[src/rtl/hazard_pkg.sv]
`default_nettype none
// ---------------------------------------------------------------------------
// Module   : hazard_pkg
// Purpose  : Shared types and constants for the RV32I pipeline hazard unit:
//            forward-select encoding, register-index width, and the
//            result-source code that marks a load.
// Revision : 1.0 - initial release
// ---------------------------------------------------------------------------
package hazard_pkg;

  localparam int REG_ADDR_W = 5;
  localparam int FWD_W      = 2;

  // The decode stage tags loads with this result-source code
  localparam logic [1:0] RESULT_SRC_LOAD = 2'b01;

  // Operand select for the execute-stage source muxes
  typedef enum logic [FWD_W-1:0] {
    FWD_RD  = 2'b00,  // register-file read data carried in ID/EX
    FWD_WB  = 2'b01,  // writeback-stage result
    FWD_MEM = 2'b10   // memory-stage ALU result
  } fwd_sel_t;

  // Forwarding is only meaningful for a real, nonzero destination register
  function automatic logic writes_reg(input logic we,
                                      input logic [REG_ADDR_W-1:0] rd);
    return we && (rd != '0);
  endfunction

endpackage : hazard_pkg
`default_nettype wire

[src/rtl/hazard_fwd_sel.sv]
`default_nettype none
// ---------------------------------------------------------------------------
// Module   : hazard_fwd_sel
// Purpose  : Priority compare for one execute-stage source operand. The
//            memory stage holds the youngest result, so it wins over the
//            writeback stage. Register x0 is never forwarded.
// Revision : 1.0 - initial release
// ---------------------------------------------------------------------------
module hazard_fwd_sel
  import hazard_pkg::*;
#(
  parameter int REG_ADDR_W = hazard_pkg::REG_ADDR_W
) (
  input  logic [REG_ADDR_W-1:0] rs_e,
  input  logic [REG_ADDR_W-1:0] rd_m,
  input  logic                  reg_write_m,
  input  logic [REG_ADDR_W-1:0] rd_w,
  input  logic                  reg_write_w,
  output fwd_sel_t              fwd
);

  logic hit_m;
  logic hit_w;

  assign hit_m = reg_write_m && (rd_m != '0) && (rd_m == rs_e);
  assign hit_w = reg_write_w && (rd_w != '0) && (rd_w == rs_e);

  // Youngest producer first: memory stage, then writeback, else register file
  always_comb begin
    fwd = FWD_RD;
    if (hit_m) begin
      fwd = FWD_MEM;
    end else if (hit_w) begin
      fwd = FWD_WB;
    end
  end

endmodule : hazard_fwd_sel
`default_nettype wire

[src/rtl/hazard_unit.sv]
`default_nettype none
// ---------------------------------------------------------------------------
// Module   : hazard_unit
// Purpose  : Hazard detection for the 5-stage RV32I pipeline. Tracks its own
//            shadow copy of E/M/W destination and write-enable fields and
//            produces the execute-stage forward selects, load-use stalls and
//            branch flushes.
// Options  : HAZARD_PERF_CNT_EN - adds saturating 32-bit StallCnt/FlushCnt
//            outputs counting load-use stall cycles and taken-branch cycles.
// Revision : 1.0 - initial release
// ---------------------------------------------------------------------------
module hazard_unit
  import hazard_pkg::*;
#(
  parameter int REG_ADDR_W = hazard_pkg::REG_ADDR_W,
  parameter int FWD_W      = hazard_pkg::FWD_W
) (
  input  logic                  clk,
  input  logic                  rst_n,
  input  logic [REG_ADDR_W-1:0] Rs1D,
  input  logic [REG_ADDR_W-1:0] Rs2D,
  input  logic [REG_ADDR_W-1:0] RdD,
  input  logic                  RegWriteD,
  input  logic [1:0]            ResultSrcD,
  input  logic                  PCSrcE,
  output logic [FWD_W-1:0]      ForwardAE,
  output logic [FWD_W-1:0]      ForwardBE,
  output logic                  StallF,
  output logic                  StallD,
  output logic                  FlushD,
  output logic                  FlushE
`ifdef HAZARD_PERF_CNT_EN
  ,
  output logic [31:0]           StallCnt,
  output logic [31:0]           FlushCnt
`endif
);

  // Shadow pipeline state
  logic [REG_ADDR_W-1:0] rs1_e;
  logic [REG_ADDR_W-1:0] rs2_e;
  logic [REG_ADDR_W-1:0] rd_e;
  logic                  reg_write_e;
  logic                  load_e;
  logic [REG_ADDR_W-1:0] rd_m;
  logic                  reg_write_m;
  logic [REG_ADDR_W-1:0] rd_w;
  logic                  reg_write_w;

  logic                  lw_stall;
  logic                  flush_e;
  fwd_sel_t              fwd_a;
  fwd_sel_t              fwd_b;

  // Load in E whose destination is read by the instruction in D
  assign lw_stall = load_e && (rd_e != '0) && ((rd_e == Rs1D) || (rd_e == Rs2D));

  // A taken branch discards both younger instructions; a load-use hazard
  // inserts one bubble into E while F and D hold.
  assign flush_e = lw_stall || PCSrcE;

  assign StallF = lw_stall;
  assign StallD = lw_stall;
  assign FlushD = PCSrcE;
  assign FlushE = flush_e;

  // E stage captures the decode fields or a bubble when flushed
  always_ff @(posedge clk or negedge rst_n) begin
    if (!rst_n) begin
      rs1_e       <= '0;
      rs2_e       <= '0;
      rd_e        <= '0;
      reg_write_e <= 1'b0;
      load_e      <= 1'b0;
    end else if (flush_e) begin
      rs1_e       <= '0;
      rs2_e       <= '0;
      rd_e        <= '0;
      reg_write_e <= 1'b0;
      load_e      <= 1'b0;
    end else begin
      rs1_e       <= Rs1D;
      rs2_e       <= Rs2D;
      rd_e        <= RdD;
      reg_write_e <= RegWriteD;
      load_e      <= (ResultSrcD == RESULT_SRC_LOAD);
    end
  end

  // M and W stages advance every cycle; they are never stalled or flushed
  always_ff @(posedge clk or negedge rst_n) begin
    if (!rst_n) begin
      rd_m        <= '0;
      reg_write_m <= 1'b0;
      rd_w        <= '0;
      reg_write_w <= 1'b0;
    end else begin
      rd_m        <= rd_e;
      reg_write_m <= reg_write_e;
      rd_w        <= rd_m;
      reg_write_w <= reg_write_m;
    end
  end

  hazard_fwd_sel #(
    .REG_ADDR_W (REG_ADDR_W)
  ) u_fwd_a (
    .rs_e        (rs1_e),
    .rd_m        (rd_m),
    .reg_write_m (reg_write_m),
    .rd_w        (rd_w),
    .reg_write_w (reg_write_w),
    .fwd         (fwd_a)
  );

  hazard_fwd_sel #(
    .REG_ADDR_W (REG_ADDR_W)
  ) u_fwd_b (
    .rs_e        (rs2_e),
    .rd_m        (rd_m),
    .reg_write_m (reg_write_m),
    .rd_w        (rd_w),
    .reg_write_w (reg_write_w),
    .fwd         (fwd_b)
  );

  assign ForwardAE = fwd_a;
  assign ForwardBE = fwd_b;

`ifdef HAZARD_PERF_CNT_EN
  logic [31:0] stall_cnt;
  logic [31:0] flush_cnt;

  // Saturating event counters; they stick at all-ones rather than wrap
  always_ff @(posedge clk or negedge rst_n) begin
    if (!rst_n) begin
      stall_cnt <= '0;
      flush_cnt <= '0;
    end else begin
      if (lw_stall && (stall_cnt != 32'hFFFF_FFFF)) begin
        stall_cnt <= stall_cnt + 32'd1;
      end
      if (PCSrcE && (flush_cnt != 32'hFFFF_FFFF)) begin
        flush_cnt <= flush_cnt + 32'd1;
      end
    end
  end

  assign StallCnt = stall_cnt;
  assign FlushCnt = flush_cnt;
`endif

endmodule : hazard_unit
`default_nettype wire

[config.mk]
export PLATFORM = sky130hd
export DESIGN_NAME = hazard_unit
export DESIGN_NICKNAME = d
export VERILOG_FILES = /design/src/rtl/hazard_pkg.sv /design/src/rtl/hazard_fwd_sel.sv /design/src/rtl/hazard_unit.sv
export SDC_FILE = /design/constraint.sdc
export NUM_CORES = 1
export LEC_CHECK = 0
export BUFFER_PORTS_ARGS = -buffer_cell sky130_fd_sc_hd__buf_4
export CAP_MARGIN = 10
export CORE_MARGIN = 5
export CORE_UTILIZATION = 53
export DETAILED_ROUTE_END_ITERATION = 10
export PLACE_DENSITY = 0.88
export SLEW_MARGIN = 20
export SYNTH_ARGS = -nofsm -noshare
export SYNTH_HDL_FRONTEND = slang
export SYNTH_SLANG_ARGS = --single-unit
[constraint.sdc]
create_clock -name clk -period 2.9 [get_ports clk]
set_input_delay 0.58 -clock clk [delete_from_list [all_inputs] [get_ports clk]]
set_output_delay 0.58 -clock clk [all_outputs]
set_load 0.02 [all_outputs]
==> results by group <==
Status
  • Run status: complete, no violations

Detailed routing
  • Vias: 964
  • Drt wl/cell: between 10 and 15 µm
  • DRC: 0
  • DRT iter0 DRCs: 21
  • Total detailed-routing wirelength: roughly 2600 µm
  • Antenna Nets Post-Route: 0
  • DRT Pass-1 Iters: 4
  • DR vias/cell: 5.27

Critical path
  • WP data arrival: 2.00 ns
  • FF-to-FF Start: rd_e[1]$_DFF_PN0_
  • Data required time of the worst path: between 2 and 2.5 ns
  • R2R cell count: 4
  • Reg2reg setup slack: 1.22 ns
  • Critical Path End Type: output pin
  • Crit path to: ForwardBE[0]
  • Origin of the worst setup path: rd_m[0]$_DFF_PN0_
  • Crit start category: flip-flop
  • Slowest stage delay, CP: 0.52 ns
  • CP max-delay cell: or4_1
  • WS Path Type: flip-flop to output pin
  • R2r endpoint: rs2_e[4]$_DFF_PN0_
  • CP Max Fanout: 4
  • Critical Path, Cell by Cell: or4_1 -> o21ai_1 -> nor4_1 -> nor4_2 -> buf_4

Clock network
  • Bufs on Longest Clock Path: 2
  • CTS clk-pin slew, worst paths: 0.09 ns
  • Clk_lat worst skew: 0.32 ns
  • CTS HTree Levels: 2
  • Hold buffers post-CTS: 0
  • CTS tree: yes
  • CTS Buf Count: 5
  • Root buffer cell: clkbuf_4
  • Post-CTS Resized: 0
  • Setup repair bufs after CTS: 0
  • CTS sink cnt: 29

Pwr
  • Peak supply drop: 0.000368 V
  • Switch share: about a quarter
  • Pleak: 0.786 nW
  • NetSw: 0.211 mW
  • Cell Pwr Density: 471 nW/µm²
  • Clk pwr share: 28.1%
  • Reg power frac: 56.5%
  • Combinational share of power: 15.4%
  • P_int: around 0.58 mW

Placement
  • DP Wirelength: 2040 µm
  • RD Place Congestion: 0.867
  • Worst slack at placement: 0.651 ns
  • Port Buffers: 28
  • Dpl cells: 175

Yosys
  • Synth area leaders: dfrtp_1 (50%), xnor2_1 (9.7%), xor2_1 (8.5%), nand2b_1 (7.0%), a21oi_2 (6.1%)
  • Ys flop type: dfrtp_1
  • Adder-Cell Fraction of Synth Area: 0%
  • Top cell type's share of synthesized area: 50.5%
  • Synth Net Count: 144
  • Post-synth EDFFs: 0
  • Commonest cells post-synth: dfrtp_1 (29), nand2b_1 (16), xnor2_1 (16)
  • Cell count after synthesis: 123
  • Post-synth top area cell: dfrtp_1
  • Netlist cell types: 22
  • Share of synthesized registers carrying an async set or reset: 100%
  • Mapped cell area: 1440 µm²
  • Synth warn: 0
  • Synth Area per Inst: 11.7 µm²
  • Simple-Gate Fraction of Synth Area: between 15 and 20%
  • Post-synthesis compound-gate area fraction: between 10% and 20%
  • Count leader, synth: dfrtp_1
  • Main combinational cell family by area after synthesis: XOR/XNOR gates
  • Mux contribution to synthesized area: 0%
  • XOR/XNOR Fraction of Synth Area: a little under a fifth
  • Register area share after synthesis: 50.5%
  • Synthesis-stage register bit count: 29

Final layout
  • Non-filler cells, final: 183
  • Area growth syn-to-layout: 17.0%
  • Layout Utilization: approximately 66%
  • Ratio of cells with drive above 1 in the final layout: 34.0%
  • # fillers: between 200 and 250
  • Final Net Count: roughly 170
  • Sequential Area: 726 µm²
  • Multi-input gate area: roughly 640 µm²
  • ANT cells: 0

Timing
  • Setup TNS: 0 ns
  • Final Worst Setup Slack: 0.320 ns
  • RSZ-0062 raised after global routing: no
  • Setup-failing EPs final: 0
  • Rel. slew slack: between 60% and 70%
  • WHS: 0.158 ns
  • Clock skew: 0.00542 ns
  • Tcrit/Tclk final: 89.0%
  • Final Hold Viols: 0
  • Final Critical Period: roughly 2.6 ns
  • Max-slew violation count: 0
  • Fmax: 388 MHz
  • Worst-Margin Slew: roughly 0.46 ns

Floorplan
  • Total die area: 3850 µm²
  • Die height: roughly 62 µm
  • Core Area: 2540 µm²
  • Die W: 62.1 µm
  • Number of I/O pins: 29
  • Initial Util: 56.5%
  • Num rows: 18

GRT
  • First-pass GRT wire length: 4400 µm
  • Pin count of the biggest net entering global routing: 30
  • Number of global-route vias before repair: roughly 1000
  • Initial antenna violation count: 0
  • Total gr overflow: 0
  • GRT Total Usage: 16.2%

Flow run
  • Max Cap Viol: 0

Min path
  • Hold/Removal Path Class: input port to asynchronous set/reset pin
==> metrics by stage <==
stage / area, µm² / power, mW
floorplan: 1440 / 0.530
global placement: 1630 / 0.574
detailed placement: 1630 / 0.580
CTS: 1680 / 0.804
global route: 1680 / 0.835
finish: 1680 / 0.792
==> registers in the layout (all words and copies together), names as in the netlist <==
signal	flops
rd_e	5
rd_m	5
rd_w	5
rs1_e	5
rs2_e	5
load_e	1
reg_write_e	1
reg_write_m	1
reg_write_w	1
==> worst min path at each step <==
| stage | start | depth (start not counted) | slack [ns] | endpoint |
|---|---|---|---|---|
| floorplan | rst_n | 0 | 0.28 | load_e$_DFF_PN0_ |
| global placement | reg_write_e$_DFF_PN0_ | 0 | 0.34 | reg_write_m$_DFF_PN0_ |
| detailed placement | reg_write_e$_DFF_PN0_ | 0 | 0.35 | reg_write_m$_DFF_PN0_ |
| CTS | rst_n | 1 | 0.15 | rs1_e[0]$_DFF_PN0_ |
| global route | rst_n | 1 | 0.18 | reg_write_w$_DFF_PN0_ |
| finish | rst_n | 1 | 0.16 | rd_m[4]$_DFF_PN0_ |
==> per-layer routing <==
metal  vias to the layer above  track usage [%]  share of wire [%]
met4                         0             10.0                1.6
met3                         6             4.96                6.7
li1                        468                -                  -
met1                       459             18.9                 41
met2                        31             26.0                 51
met5                         -                0                  0
==> logic make-up (layout without fill, tap and decap cells) <==
group | Yosys count | count (layout)
simple gates | 34 | 34
compound gates | 22 | 22
flops | 29 | 29
xor+xnor | 30 | 30
buf+inv | 8 | 38
==> power by group through the flow <==
stage	Sequential, mW	Combinational [mW]	Clock, mW
after global routing	0.451	0.137	0.248
after global placement	0.454	0.119	0
after CTS	0.448	0.123	0.232
after floorplan	0.450	0.0804	0
final	0.448	0.122	0.222
after detailed placement	0.457	0.123	0
==> layout by cell type (no fill, tap or decap) <==
cell | synthesis | layout
a21o_2 | 1 | 1
a21oi_1 | 7 | 7
a21oi_2 | 10 | 10
and2_2 | 1 | 1
buf_4 | 4 | 30
clkbuf_1 | 1 | 1
clkbuf_4 | 0 | 5
clkinv_2 | 0 | 2
dfrtp_1 | 29 | 29
nand2_1 | 3 | 3
nand2b_1 | 16 | 16
nand3_1 | 4 | 4
nor2_1 | 1 | 1
nor4_1 | 2 | 2
nor4_2 | 2 | 2
o21a_1 | 1 | 1
o21ai_1 | 2 | 2
o22ai_2 | 1 | 1
or4_1 | 5 | 5
xnor2_1 | 16 | 16
xor2_1 | 14 | 14
==> cell type report <==
type,instances,share of cell area (%)
Sequential cell,29,43.2
Timing Repair Buffer,30,13.4
Clock inverter,2,0.595
Clock buffer,6,2.46
Multi-Input combinational cell,86,38.2
Tap cell,30,2.23
==> worst max-delay path, delay by kind of cell, from the launching register on <==
| family | cells | cell delay [ns] |
|---|---|---|
| simple gates | 3 | 0.89 |
| buf+inv | 1 | 0.17 |
| compound gates | 1 | 0.19 |
| flops | 1 | 0.42 |
Power figures use the tool's default switching activity.
